--- src/rtl/dsp_ctrl_pkg.sv ---
// Shared definitions for the DSP program controller: FSM states, opcodes and
// the byte layout of the I2C register image.
package dsp_ctrl_pkg;

    typedef enum logic [1:0] {
        ST_IDLE   = 2'd0,
        ST_DECODE = 2'd1,
        ST_WREQ   = 2'd2,
        ST_DONE   = 2'd3
    } state_e;

    localparam logic [3:0] OP_NOP        = 4'd0;
    localparam logic [3:0] OP_SET_ADDR   = 4'd1;
    localparam logic [3:0] OP_WRITE_WORD = 4'd2;
    localparam logic [3:0] OP_RUN        = 4'd3;
    localparam logic [3:0] OP_HALT       = 4'd4;
    localparam logic [3:0] OP_SOFT_RESET = 4'd5;

    localparam int CMD_BYTE  = 0;
    localparam int REG1_BYTE = 1;
    localparam int REG2_BYTE = 2;
    localparam int REG3_BYTE = 3;
    localparam int REG4_BYTE = 4;

    function automatic logic [7:0] mem_byte(input logic [255:0] mem, input int idx);
        return mem[idx*8 +: 8];
    endfunction

endpackage

--- src/rtl/dsp_prog_ctrl_if.sv ---
// Program-RAM write port between the controller (master) and the DSP core (slave).
interface dsp_prog_ctrl_if #(
    parameter int PROG_AW = 10
);
    logic [PROG_AW-1:0] prog_addr;
    logic [31:0]        prog_data;
    logic               prog_req;
    logic               prog_ack;

    modport master (output prog_addr, output prog_data, output prog_req, input prog_ack);
    modport slave  (input prog_addr, input prog_data, input prog_req, output prog_ack);
endinterface

--- src/rtl/dsp_prog_timeout.sv ---
// Acknowledge-timeout counter; only compiled with DSP_PROG_ACK_TIMEOUT_EN.
// expire is high during the LIMIT-th consecutive enabled cycle after a clear.
`ifdef DSP_PROG_ACK_TIMEOUT_EN
module dsp_prog_timeout #(
    parameter int LIMIT = 255
) (
    input  logic mclk,
    input  logic reset_n,
    input  logic clr,
    input  logic en,
    output logic expire
);
    localparam int CW = $clog2(LIMIT + 1);

    logic [CW-1:0] cnt_q;
    logic [CW-1:0] cnt_d;

    assign expire = (cnt_q == CW'(LIMIT - 1));

    always_comb begin
        cnt_d = cnt_q;
        if (clr) begin
            cnt_d = '0;
        end else if (en && !expire) begin
            cnt_d = cnt_q + 1'b1;
        end
    end

    always_ff @(posedge mclk or negedge reset_n) begin
        if (!reset_n) begin
            cnt_q <= '0;
        end else begin
            cnt_q <= cnt_d;
        end
    end
endmodule
`endif

--- src/rtl/dsp_prog_ctrl.sv ---
// I2C-driven DSP program loader / run control. Optional macro
// DSP_PROG_ACK_TIMEOUT_EN bounds the wait for prog_ack to ACK_TIMEOUT cycles.
module dsp_prog_ctrl
    import dsp_ctrl_pkg::*;
#(
    parameter int PROG_AW     = 10,
    parameter int ACK_TIMEOUT = 255
) (
    input  logic                   mclk,
    input  logic                   reset_n,
    input  logic [255:0]           i2c_mem,
    dsp_prog_ctrl_if.master        prog,
    output logic                   core_run,
    output logic                   core_rst,
    output logic                   busy,
    output logic                   err,
    output logic [7:0]             cmd_count
);
    state_e             state_q, state_d;
    logic [7:0]         last_cmd_q, last_cmd_d;
    logic [3:0]         op_q, op_d;
    logic [31:0]        regs_q, regs_d;
    logic [PROG_AW-1:0] addr_q, addr_d;
    logic [31:0]        data_q, data_d;
    logic               req_q, req_d;
    logic               run_q, run_d;
    logic               rst_pulse_q, rst_pulse_d;
    logic               busy_q, busy_d;
    logic               err_q, err_d;
    logic [7:0]         count_q, count_d;

    logic [7:0]   cmd_in;
    logic [31:0]  regs_in;
    logic [215:0] unused_i2c_bytes;
    logic         ack_expired;

    assign cmd_in  = mem_byte(i2c_mem, CMD_BYTE);
    assign regs_in = {mem_byte(i2c_mem, REG4_BYTE), mem_byte(i2c_mem, REG3_BYTE),
                      mem_byte(i2c_mem, REG2_BYTE), mem_byte(i2c_mem, REG1_BYTE)};
    assign unused_i2c_bytes = i2c_mem[255:40];

`ifdef DSP_PROG_ACK_TIMEOUT_EN
    dsp_prog_timeout #(
        .LIMIT(ACK_TIMEOUT)
    ) u_timeout (
        .mclk    (mclk),
        .reset_n (reset_n),
        .clr     (state_q != ST_WREQ),
        .en      (state_q == ST_WREQ),
        .expire  (ack_expired)
    );
`else
    assign ack_expired = 1'b0;
    // ACK_TIMEOUT has no effect here; referenced so both builds share one parameter list.
    if (ACK_TIMEOUT < 1) begin : g_ack_timeout_unused
    end
`endif

    always_comb begin
        state_d     = state_q;
        last_cmd_d  = last_cmd_q;
        op_d        = op_q;
        regs_d      = regs_q;
        addr_d      = addr_q;
        data_d      = data_q;
        req_d       = req_q;
        run_d       = run_q;
        rst_pulse_d = 1'b0;
        err_d       = err_q;
        count_d     = count_q;

        case (state_q)
            ST_IDLE: begin
                // Edits made while busy are picked up here with whatever reg bytes are current.
                if (cmd_in != last_cmd_q) begin
                    last_cmd_d = cmd_in;
                    op_d       = cmd_in[3:0];
                    regs_d     = regs_in;
                    state_d    = ST_DECODE;
                end
            end
            ST_DECODE: begin
                state_d = ST_DONE;
                case (op_q)
                    OP_NOP: ;
                    OP_SET_ADDR: addr_d = PROG_AW'(regs_q[15:0]);
                    OP_WRITE_WORD: begin
                        if (run_q) begin
                            err_d = 1'b1;
                        end else begin
                            data_d  = regs_q;
                            req_d   = 1'b1;
                            state_d = ST_WREQ;
                        end
                    end
                    OP_RUN:  run_d = 1'b1;
                    OP_HALT: run_d = 1'b0;
                    OP_SOFT_RESET: begin
                        rst_pulse_d = 1'b1;
                        run_d       = 1'b0;
                    end
                    default: err_d = 1'b1;
                endcase
            end
            ST_WREQ: begin
                if (prog.prog_ack) begin
                    req_d   = 1'b0;
                    addr_d  = addr_q + 1'b1;
                    state_d = ST_DONE;
                end else if (ack_expired) begin
                    req_d   = 1'b0;
                    err_d   = 1'b1;
                    state_d = ST_DONE;
                end
            end
            ST_DONE: begin
                count_d = count_q + 8'd1;
                state_d = ST_IDLE;
            end
            default: state_d = ST_IDLE;
        endcase

        busy_d = (state_d != ST_IDLE);
    end

    always_ff @(posedge mclk or negedge reset_n) begin
        if (!reset_n) begin
            state_q     <= ST_IDLE;
            last_cmd_q  <= '0;
            op_q        <= '0;
            regs_q      <= '0;
            addr_q      <= '0;
            data_q      <= '0;
            req_q       <= 1'b0;
            run_q       <= 1'b0;
            rst_pulse_q <= 1'b0;
            busy_q      <= 1'b0;
            err_q       <= 1'b0;
            count_q     <= '0;
        end else begin
            state_q     <= state_d;
            last_cmd_q  <= last_cmd_d;
            op_q        <= op_d;
            regs_q      <= regs_d;
            addr_q      <= addr_d;
            data_q      <= data_d;
            req_q       <= req_d;
            run_q       <= run_d;
            rst_pulse_q <= rst_pulse_d;
            busy_q      <= busy_d;
            err_q       <= err_d;
            count_q     <= count_d;
        end
    end

    assign prog.prog_addr = addr_q;
    assign prog.prog_data = data_q;
    assign prog.prog_req  = req_q;
    assign core_run       = run_q;
    assign core_rst       = rst_pulse_q;
    assign busy           = busy_q;
    assign err            = err_q;
    assign cmd_count      = count_q;

endmodule

--- src/flat_wrapper.sv ---
// flat-port wrapper written by rule: the top's interface ports become plain ports
module dsp_prog_ctrl_flat import dsp_ctrl_pkg::*;
#(
    parameter int PROG_AW     = 10,
    parameter int ACK_TIMEOUT = 255
)
  (mclk, reset_n, i2c_mem, core_run, core_rst, busy, err, cmd_count, prog_prog_addr, prog_prog_data, prog_prog_req, prog_prog_ack);
  dsp_prog_ctrl_if #(.PROG_AW(PROG_AW)) prog_i ();
  input  logic mclk;
  input  logic reset_n;
  input  logic [255:0] i2c_mem;
  output logic core_run;
  output logic core_rst;
  output logic busy;
  output logic err;
  output logic [7:0] cmd_count;
  output wire logic [$bits(prog_i.prog_addr)-1:0] prog_prog_addr;
  output wire logic [$bits(prog_i.prog_data)-1:0] prog_prog_data;
  output wire logic [$bits(prog_i.prog_req)-1:0] prog_prog_req;
  input wire logic [$bits(prog_i.prog_ack)-1:0] prog_prog_ack;
  assign prog_prog_addr = prog_i.prog_addr;
  assign prog_prog_data = prog_i.prog_data;
  assign prog_prog_req = prog_i.prog_req;
  assign prog_i.prog_ack = prog_prog_ack;
  dsp_prog_ctrl #(.PROG_AW(PROG_AW), .ACK_TIMEOUT(ACK_TIMEOUT)) u_core (.mclk(mclk), .reset_n(reset_n), .i2c_mem(i2c_mem), .prog(prog_i), .core_run(core_run), .core_rst(core_rst), .busy(busy), .err(err), .cmd_count(cmd_count));
endmodule
--- config.mk ---
export PLATFORM = sky130hd
export DESIGN_NAME = dsp_prog_ctrl_flat
export DESIGN_NICKNAME = d
export VERILOG_FILES = /design/src/rtl/dsp_ctrl_pkg.sv /design/src/rtl/dsp_prog_ctrl_if.sv /design/src/rtl/dsp_prog_timeout.sv /design/src/rtl/dsp_prog_ctrl.sv /design/src/flat_wrapper.sv
export SDC_FILE = /design/constraint.sdc
export NUM_CORES = 1
export LEC_CHECK = 0
export BUFFER_PORTS_ARGS = -buffer_cell sky130_fd_sc_hd__buf_2
export CAP_MARGIN = 20
export CORE_AREA = 2 2 120 122
export DETAILED_ROUTE_END_ITERATION = 16
export DIE_AREA = 0 0 122 124
export PLACE_DENSITY_LB_ADDON = 0.1
export SLEW_MARGIN = 20
export SYNTH_ARGS = -nofsm -noshare
export SYNTH_HDL_FRONTEND = slang
export SYNTH_SLANG_ARGS = --single-unit
export TNS_END_PERCENT = 1
--- constraint.sdc ---
create_clock -name mclk -period 1.95 [get_ports mclk]
set_input_delay 0 -clock mclk [delete_from_list [all_inputs] [get_ports mclk]]
set_output_delay 0 -clock mclk [all_outputs]
set_load 0.02 [all_outputs]
==> key figures, run 1 <==
Run status
  • Run status: finished, violations left
  • Failing checks: negative setup slack

Critical path
  • Number of buffer and inverter instances along the worst setup path: 1
  • Critical Path End Type: flop
  • Launch instance of the worst register-to-register path: u_core.last_cmd_q[2]
  • Type of origin of the critical path: flop
  • Largest delay share family, worst path: simple AND/OR/NAND/NOR gates
  • Cells along the critical path: or4b_4 -> or3b_4 -> buf_12 -> mux2_4
  • Worst reg-to-reg setup slack: -0.03 ns
  • Crit path largest cell delay: 0.54 ns
  • Number of gates on the worst path with buffers counted: 4
  • Data required time of the critical path: 2.18 ns
  • Peak fanout along the critical path: 20
  • Critical path arrival: 2.21 ns
  • End of the worst register-to-register path: u_core.prog.prog_data[25]
  • Slowest cell on the critical path: sky130_fd_sc_hd__or4b_4
  • Class of the most critical setup path: flop to flop
  • Logic depth of the worst register-to-register path: 4

Clocking
  • TritonCTS clock tree: built
  • Maximum level of the CTS H-tree: 3
  • Number of clock buffers inserted by TritonCTS: 9
  • Max Buffers Root-to-Sink: 2
  • Clock root buffer master: sky130_fd_sc_hd__clkbuf_16
  • Clock-pin slew on the worst setup and hold paths: 0.07 ns
  • Total number of clock tree sinks: 97
  • Insertion delay to the later sink of the worst-skew pair: about 0.34 ns

Floorplanning
  • Core Footprint: 13720 um^2
  • Area of the die: 15130 um^2
  • Boundary Pins: 314
  • Count of standard-cell rows: 43
  • Initial standard-cell utilization of the core: 30.91%
  • Die extent in x: 122 um
  • Chip height: roughly 120 um

Hold path
  • Worst min-delay path category: input port to asynchronous set/reset pin

Synthesis
  • Syn Area/Cell: 14.04 um^2
  • Count of synthesis-stage warnings from yosys: 0
  • Netlist area before placement: around 4200 um^2
  • Most frequent cells after synthesis: sky130_fd_sc_hd__dfrtp_1 (97), sky130_fd_sc_hd__mux2_2 (44), sky130_fd_sc_hd__mux2_4 (29)
  • Area share of the leading cell type in the synthesized netlist: 57.24%
  • Most used standard cell by instance count after synthesis: sky130_fd_sc_hd__dfrtp_1
  • Fraction of registers with async set or reset after synthesis: between 90% and 100%
  • Share of the yosys chip area belonging to registers: 57.24%
  • Ys flop type: sky130_fd_sc_hd__dfrtp_1
  • Post-synthesis sequential element count: 97
  • Biggest area consumer among synthesized cells: sky130_fd_sc_hd__dfrtp_1
  • EDFF count, synth: 0
  • Cells after synthesis: 302
  • Cells taking the most area after synthesis: sky130_fd_sc_hd__dfrtp_1 (57%), sky130_fd_sc_hd__mux2_2 (12%), sky130_fd_sc_hd__mux2_4 (10%)
  • Cell variety after synth: 36
  • Post-synthesis net count: roughly 570

Global route
  • Total grt overflow: 0
  • Vias in the first global route: 2882
  • Overall routing resource usage: 14.56%
  • Global-route wire length before repair: 16210 um
  • Maximum number of pins on one net before global-route repair: 98
  • Antenna violations before repair: 0

Timing
  • Ratio of final minimum period to clock period: 101.4%
  • Worst hold margin: 0.2385 ns
  • Final hold vios: 0
  • Worst slew pin tran: 0.5174 ns
  • Max-slew headroom: approximately two thirds
  • Pins Over Slew Limit: 0
  • Maximum clock rate: 505.7 MHz
  • Number of endpoints failing setup at the final stage: 29
  • Final min period: 1.977 ns
  • Skew final: ~0.0055 ns
  • Worst setup margin: -0.02738 ns
  • Unrepaired setup endpoints after global routing: yes

Placed design
  • Placer congestion estimate: 0.7598
  • Number of buffers inserted by port buffering: 97
  • Dpl cells: approximately 590
  • Post-place instance area: 5052 um^2
  • Detailed placer's ending HPWL: 7298 um

Job
  • Max cap viols: 0

Finish
  • Fill count: 1295
  • Final nets: 729
  • Fraction of layout instances using a drive strength above 1: 47.01%
  • Final std cells w/o fill: 648
  • Inserted Diodes: 0
  • Area of combinational cells with multiple inputs: 1753 um^2
  • Area occupied by registers: 2429 um^2
  • Non-Filler Cell Area, Final: 5923 um^2
  • Synth-to-layout area growth: 39.69%

Routing
  • M1 wire length: 4944 um
  • Via-to-Cell Ratio: 4.475
  • Count of routing violations after the opening detailed-route iteration: 90
  • Via count of the routed design: between 2000 and 3000
  • ANT nets after route: 0
  • Total length of routed met2 wires: 4477 um
  • DR DRC count: 0
  • Final wirelength: 10540 um
  • Wire per inst: between 15 and 20 um
  • Met3 wire len: 1034 um
  • Number of iterations in the first detailed-routing pass: 4
  • Max Used Layer: met4

Pwr
  • Maximum ir drop on the vdd rail: 0.6055 mV
  • Power per unit of standard cell area: 1487 nW/um^2
  • Static leakage: ~2.9 nW
==> cell families after synthesis <==
kind of cell / count (synthesis) / share of synthesized area [%]
AOI/OAI and AO/OA: 32 / 4.574
xor gates and xnor gates: 15 / 3.098
adders and majority gates: 7 / 2.065
buffers and inverters: 17 / 2.862
DFF: 97 / 57.24
muxes: 75 / 22.43
and+or+nand+nor: 59 / 7.731
==> worst reg2reg max path, delay by kind of cell (launching register included) <==
kind,cells,cell delay (ns)
flip-flops,1,0.40
AND/OR/NAND/NOR,2,0.96
multiplexers,1,0.32
buffers and inverters,1,0.19
==> cell type report <==
class	count	share of cell area, %
inverter	6	0.3802
multi-input combinational	188	29.59
clock inverter	6	1.521
sequential	97	41.00
clock buffer	10	4.035
tap	180	3.802
timing repair buffer	161	19.67
==> what timing repair did <==
action,in CTS,in global routing
endpoints found under the hold margin,138,0
hold buffers,42,0
buffers inserted,0,3
pin swaps,3,2
setup endpoints to repair,56,74
cloned,0,1
resized for setup,4,9
==> worst max path at each step <==
| stage | startpoint | endpoint |
|---|---|---|
| global placement | u_core.last_cmd_q[2] | u_core.prog.prog_data[21] |
| floorplan | u_core.last_cmd_q[2] | u_core.prog.prog_data[0] |
| CTS | u_core.last_cmd_q[2] | u_core.prog.prog_data[25] |
| global route | u_core.last_cmd_q[2] | u_core.prog.prog_data[1] |
| finish | u_core.last_cmd_q[2] | u_core.prog.prog_data[25] |
| detailed placement | u_core.last_cmd_q[2] | u_core.prog.prog_data[25] |
==> sequential cells by signal, indices dropped and copies added, names as in the netlist <==
| signal | flops |
|---|---|
| u_core.prog.prog_data | 32 |
| u_core.regs_q | 32 |
| u_core.prog.prog_addr | 10 |
| u_core.cmd_count | 8 |
| u_core.last_cmd_q | 8 |
| u_core.state_q | 2 |
| u_core.busy | 1 |
| u_core.core_rst | 1 |
| u_core.core_run | 1 |
| u_core.err | 1 |
| u_core.prog.prog_req | 1 |
==> metrics by stage <==
step                      total power [mW]  util (%)  setup slack, ns  TNS (ns)
after global routing                 9.409     43.17         -0.06129    -1.623
after detailed placement             6.615     36.83          -0.1305    -4.044
final                                8.807     43.17         -0.02738   -0.4535
after CTS                            8.701     42.43         -0.02881   -0.4451
after floorplan                      5.348         -         -0.03673    -1.046
after global placement               6.551     36.83          -0.1047    -3.104
==> routing by layer <==
metal / track usage [%] / up-vias
li1: - / 1403
met5: 0 / -
met1: 19.50 / 1422
met4: 3.664 / 0
met3: 8.562 / 7
met2: 19.94 / 68
==> cells in the final DEF, fill, tap and decap left out, drive strengths merged, types with 6 or more instances in the layout <==
master,Yosys,layout
xnor2,12,12
buf,5,118
dfrtp,97,97
clkbuf,6,11
inv,6,7
nand4,6,6
nor2,11,11
mux2,73,73
dlygate4sd3,0,42
o21ai,7,7
o22ai,8,8
ha,7,7
nand2,12,12
a21oi,8,8
==> power by group <==
part	internal (mW)	leakage, nW	switching [mW]
Clock	1.16	0.159	0.784
Sequential	2.78	1.19	0.601
Combinational	1.82	1.56	1.67
Power figures use the tool's default switching activity.
==> run 2, diff against run 1 <==
--- a/config.mk
+++ b/config.mk
@@ -7,9 +7,12 @@
 export LEC_CHECK = 0
 export BUFFER_PORTS_ARGS = -buffer_cell sky130_fd_sc_hd__buf_2
 export CAP_MARGIN = 20
-export CORE_AREA = 2 2 120 122
+export CELL_PAD_IN_SITES_DETAIL_PLACEMENT = 0
+export CELL_PAD_IN_SITES_GLOBAL_PLACEMENT = 1
+export CORE_ASPECT_RATIO = 1.25
+export CORE_MARGIN = 2
+export CORE_UTILIZATION = 27
 export DETAILED_ROUTE_END_ITERATION = 16
-export DIE_AREA = 0 0 122 124
 export PLACE_DENSITY_LB_ADDON = 0.1
 export SLEW_MARGIN = 20
 export SYNTH_ARGS = -nofsm -noshare
==> constraint.sdc (replaced) <==
create_clock -name mclk -period 1.8 [get_ports mclk]
set_input_delay 0 -clock mclk [delete_from_list [all_inputs] [get_ports mclk]]
set_output_delay 0 -clock mclk [all_outputs]
set_load 0.02 [all_outputs]
==> run 2 against run 1 <==
The flow still finishes with violations (negative setup slack). Maximum frequency fell by 0.20%. Non-clock buffer count grew 1. Routed wire length rose by 1.1%. Final cell count increased by 5.1%. Clock-buffer cell count shrank 1. Via count up 0.17%. Clock power rose by 12%. Register-to-register slack got worse by 0.15 ns. Clock skew is 0.0027 ns higher. Die area rose by 11%. Largest cell class unchanged. Combinational power grew 4%. Setup slack got worse by 0.15 ns.
==> key figures, run 2 (synthesized netlist as in run 1, its figures left out) <==
Floorplanning
  • Count of standard-cell rows: 51 (+19%)
  • Die extent in x: 116.1 um (-4.8%)
  • Initial standard-cell utilization of the core: 27.35% (-3.6 points)
  • Core Footprint: 15510 um^2 (+13%)
  • Chip height: 144.1 um (+16%)
  • Area of the die: 16730 um^2 (+11%)
  • Boundary Pins: 314 (unchanged)

Finish
  • Top library cells by usage in the layout, fill and taps aside: sky130_fd_sc_hd__buf_2 (96), sky130_fd_sc_hd__dfrtp_1 (96), sky130_fd_sc_hd__mux2_2 (42), sky130_fd_sc_hd__dlygate4sd3_1 (42), sky130_fd_sc_hd__mux2_4 (31)
  • Fraction of layout instances using a drive strength above 1: 47.55% (+0.54 points)
  • Synth-to-layout area growth: 40.28%
  • Non-Filler Cell Area, Final: 5948 um^2 (+0.42%)
  • Finished Core Util: 38.36% (-4.8 points)
  • Inserted Diodes: 0 (unchanged)
  • Final nets: 730 (+0.14%)

Timing
  • Pins Over Slew Limit: 0 (unchanged)
  • Max-slew headroom: 73.26% (+7.8 points)
  • Worst slew pin tran: 0.3974 ns (-0.1200 ns)
  • Number of endpoints failing setup at the final stage: 73 (+150%)
  • Worst setup margin: -0.1813 ns (-0.1539 ns)
  • Final hold vios: 0 (unchanged)
  • Final sum of negative setup slack: -9.590 ns (-9.137 ns)
  • Maximum clock rate: 504.7 MHz (-0.20%)
  • Final min period: 1.981 ns (+0.003938 ns)
  • Skew final: 0.008156 ns (+0.002700 ns)
  • Unrepaired setup endpoints after global routing: yes
  • Ratio of final minimum period to clock period: 110.1% (+8.7 points)

Critical path
  • Cells along the critical path: or4b_4 -> or3b_4 -> buf_12 -> mux2_4
  • Number of buffer and inverter instances along the worst setup path: 1 (unchanged)
  • Worst reg-to-reg setup slack: -0.18 ns (-0.15 ns)
  • Type of origin of the critical path: flop
  • Critical Path End Type: flop
  • Logic depth of the worst register-to-register path: 4 (unchanged)
  • Class of the most critical setup path: flop to flop
  • Launch point of the worst path: u_core.last_cmd_q[2]
  • End of the worst register-to-register path: u_core.prog.prog_data[15]
  • Number of gates on the worst path with buffers counted: 4 (unchanged)
  • Data required time of the critical path: 2.04 ns (-0.14 ns)
  • Critical path endpoint: u_core.prog.prog_data[15]
  • Crit path largest cell delay: 0.54 ns (about the same)
  • Slowest cell on the critical path: sky130_fd_sc_hd__or4b_4
  • Launch instance of the worst register-to-register path: u_core.last_cmd_q[2]
  • Largest delay share family, worst path: simple AND/OR/NAND/NOR gates
  • Critical path arrival: 2.22 ns (about the same)
  • Peak fanout along the critical path: 21 (+5.0%)

Pwr
  • Power per unit of standard cell area: 1592 nW/um^2 (+7.1%)
  • Static leakage: 2.895 nW (-0.27%)
  • Maximum ir drop on the vdd rail: 0.6036 mV (-0.33%)
  • Overall power of the completed layout: 9.469 mW (+7.5%)

Routing
  • Wire per inst: 15.65 um (-3.8%)
  • Via count of the routed design: 2905 (+0.17%)
  • DR DRC count: 0 (unchanged)
  • Via-to-Cell Ratio: 4.266 (-4.7%)
  • Number of iterations in the first detailed-routing pass: 4 (unchanged)
  • Count of routing violations after the opening detailed-route iteration: 65 (-28%)
  • ANT nets after route: 0 (unchanged)
  • Final wirelength: 10660 um (+1.1%)

Global route
  • Vias in the first global route: 3010 (+4.4%)
  • Total grt overflow: 0 (unchanged)
  • Overall routing resource usage: 13.60% (-0.96 points)
  • Maximum number of pins on one net before global-route repair: 43 (-56%)
  • Antenna violations before repair: 0 (unchanged)
  • Global-route wire length before repair: 16630 um (+2.6%)

Clocking
  • Post-CTS setup-driven buffer insertion count: 0 (unchanged)
  • Insertion delay to the later sink of the worst-skew pair: 0.36 ns (+0.02 ns)
  • Number of clock buffers inserted by TritonCTS: 9 (unchanged)
  • Max Buffers Root-to-Sink: 2 (unchanged)
  • TritonCTS clock tree: built
  • Maximum level of the CTS H-tree: 3 (unchanged)
  • Total number of clock tree sinks: 97 (unchanged)
  • Clock-pin slew on the worst setup and hold paths: 0.07 ns (about the same)
  • Clock root buffer master: sky130_fd_sc_hd__clkbuf_16

Run status
  • Run status: finished, violations left
  • Failing checks: negative setup slack

Job
  • Max cap viols: 0 (unchanged)

Placed design
  • Placer congestion estimate: 0.7224 (-4.9%)
  • Number of buffers inserted by port buffering: 97 (unchanged)
  • Post-place instance area: 5117 um^2 (+1.3%)
  • Detailed placer's ending HPWL: 7540 um (+3.3%)

Hold path
  • Worst min-delay path category: input port to asynchronous set/reset pin
-- run 2: changes by cell type in the layout (fill, tap and decap cells not counted), sizes merged --
| cell | previous run | this run |
|---|---|---|
| buf | 118 | 120 |
| clkbuf | 11 | 9 |
| clkinv | 2 | 3 |
| clkinvlp | 1 | 0 |
| inv | 7 | 8 |
-- run 2: worst reg2reg max path: stages, from the launching register on --
cell                      delay, ns
sky130_fd_sc_hd__dfrtp_1       0.39
sky130_fd_sc_hd__or4b_4        0.54
sky130_fd_sc_hd__or3b_4        0.43
sky130_fd_sc_hd__buf_12        0.19
sky130_fd_sc_hd__mux2_4        0.32
-- run 2: metrics by stage --
stage / cells / hold slack [ns] / setup WS (ns)
2_1_floorplan: 302 / -0.2956 / -0.1867
3_3_place_gp: 623 / -0.09744 / -0.2805
3_5_place_dp: 623 / -0.09837 / -0.2796
4_1_cts: 681 / 0.04736 / -0.1745
5_1_grt: 681 / 0.08086 / -0.2145
6_report: 681 / 0.04616 / -0.1813
-- run 2: final cells by class --
cell class | count | area, um^2
clock buffer | 9 | 225.2
multi-input combinational | 188 | 1763
timing repair buffer | 162 | 1130
tap | 212 | 265.3
sequential | 97 | 2429
clock inverter | 7 | 113.9
fill | 1520 | 9558
inverter | 6 | 22.52
-- run 2: what timing repair did --
item	CTS	global route
hold buffers	42	0
hold endpoints to repair	138	0
resized for setup	5	12
pin swaps	3	2
endpoints found under the setup margin	82	81
-- run 2: how the worst min path moves through the flow --
stage                                      endpoint  slack, ns  cells past startpoint  startpoint
after floorplan                         u_core.busy      -0.30                      0     reset_n
after global placement            u_core.regs_q[13]       -0.1                      1     reset_n
after detailed placement          u_core.regs_q[13]       -0.1                      1     reset_n
after CTS                 u_core.prog.prog_data[29]       0.05                      2     reset_n
after global routing              u_core.regs_q[13]       0.08                      2     reset_n
final                             u_core.regs_q[13]       0.05                      2     reset_n
-- run 2: layer usage --
| metal | global-route usage, % | share of wire, % |
|---|---|---|
| met4 | 6.391 | 1.7 |
| met5 | 0 | 0 |
| met3 | 6.035 | 8.6 |
| met2 | 19.02 | 44 |
| met1 | 17.91 | 45 |
-- run 2: power breakdown --
part | internal [mW] | leakage [nW] | switching (mW)
sequential | 3.01 | 1.19 | 0.658
clock | 1.25 | 0.165 | 0.931
combinational | 1.88 | 1.54 | 1.75
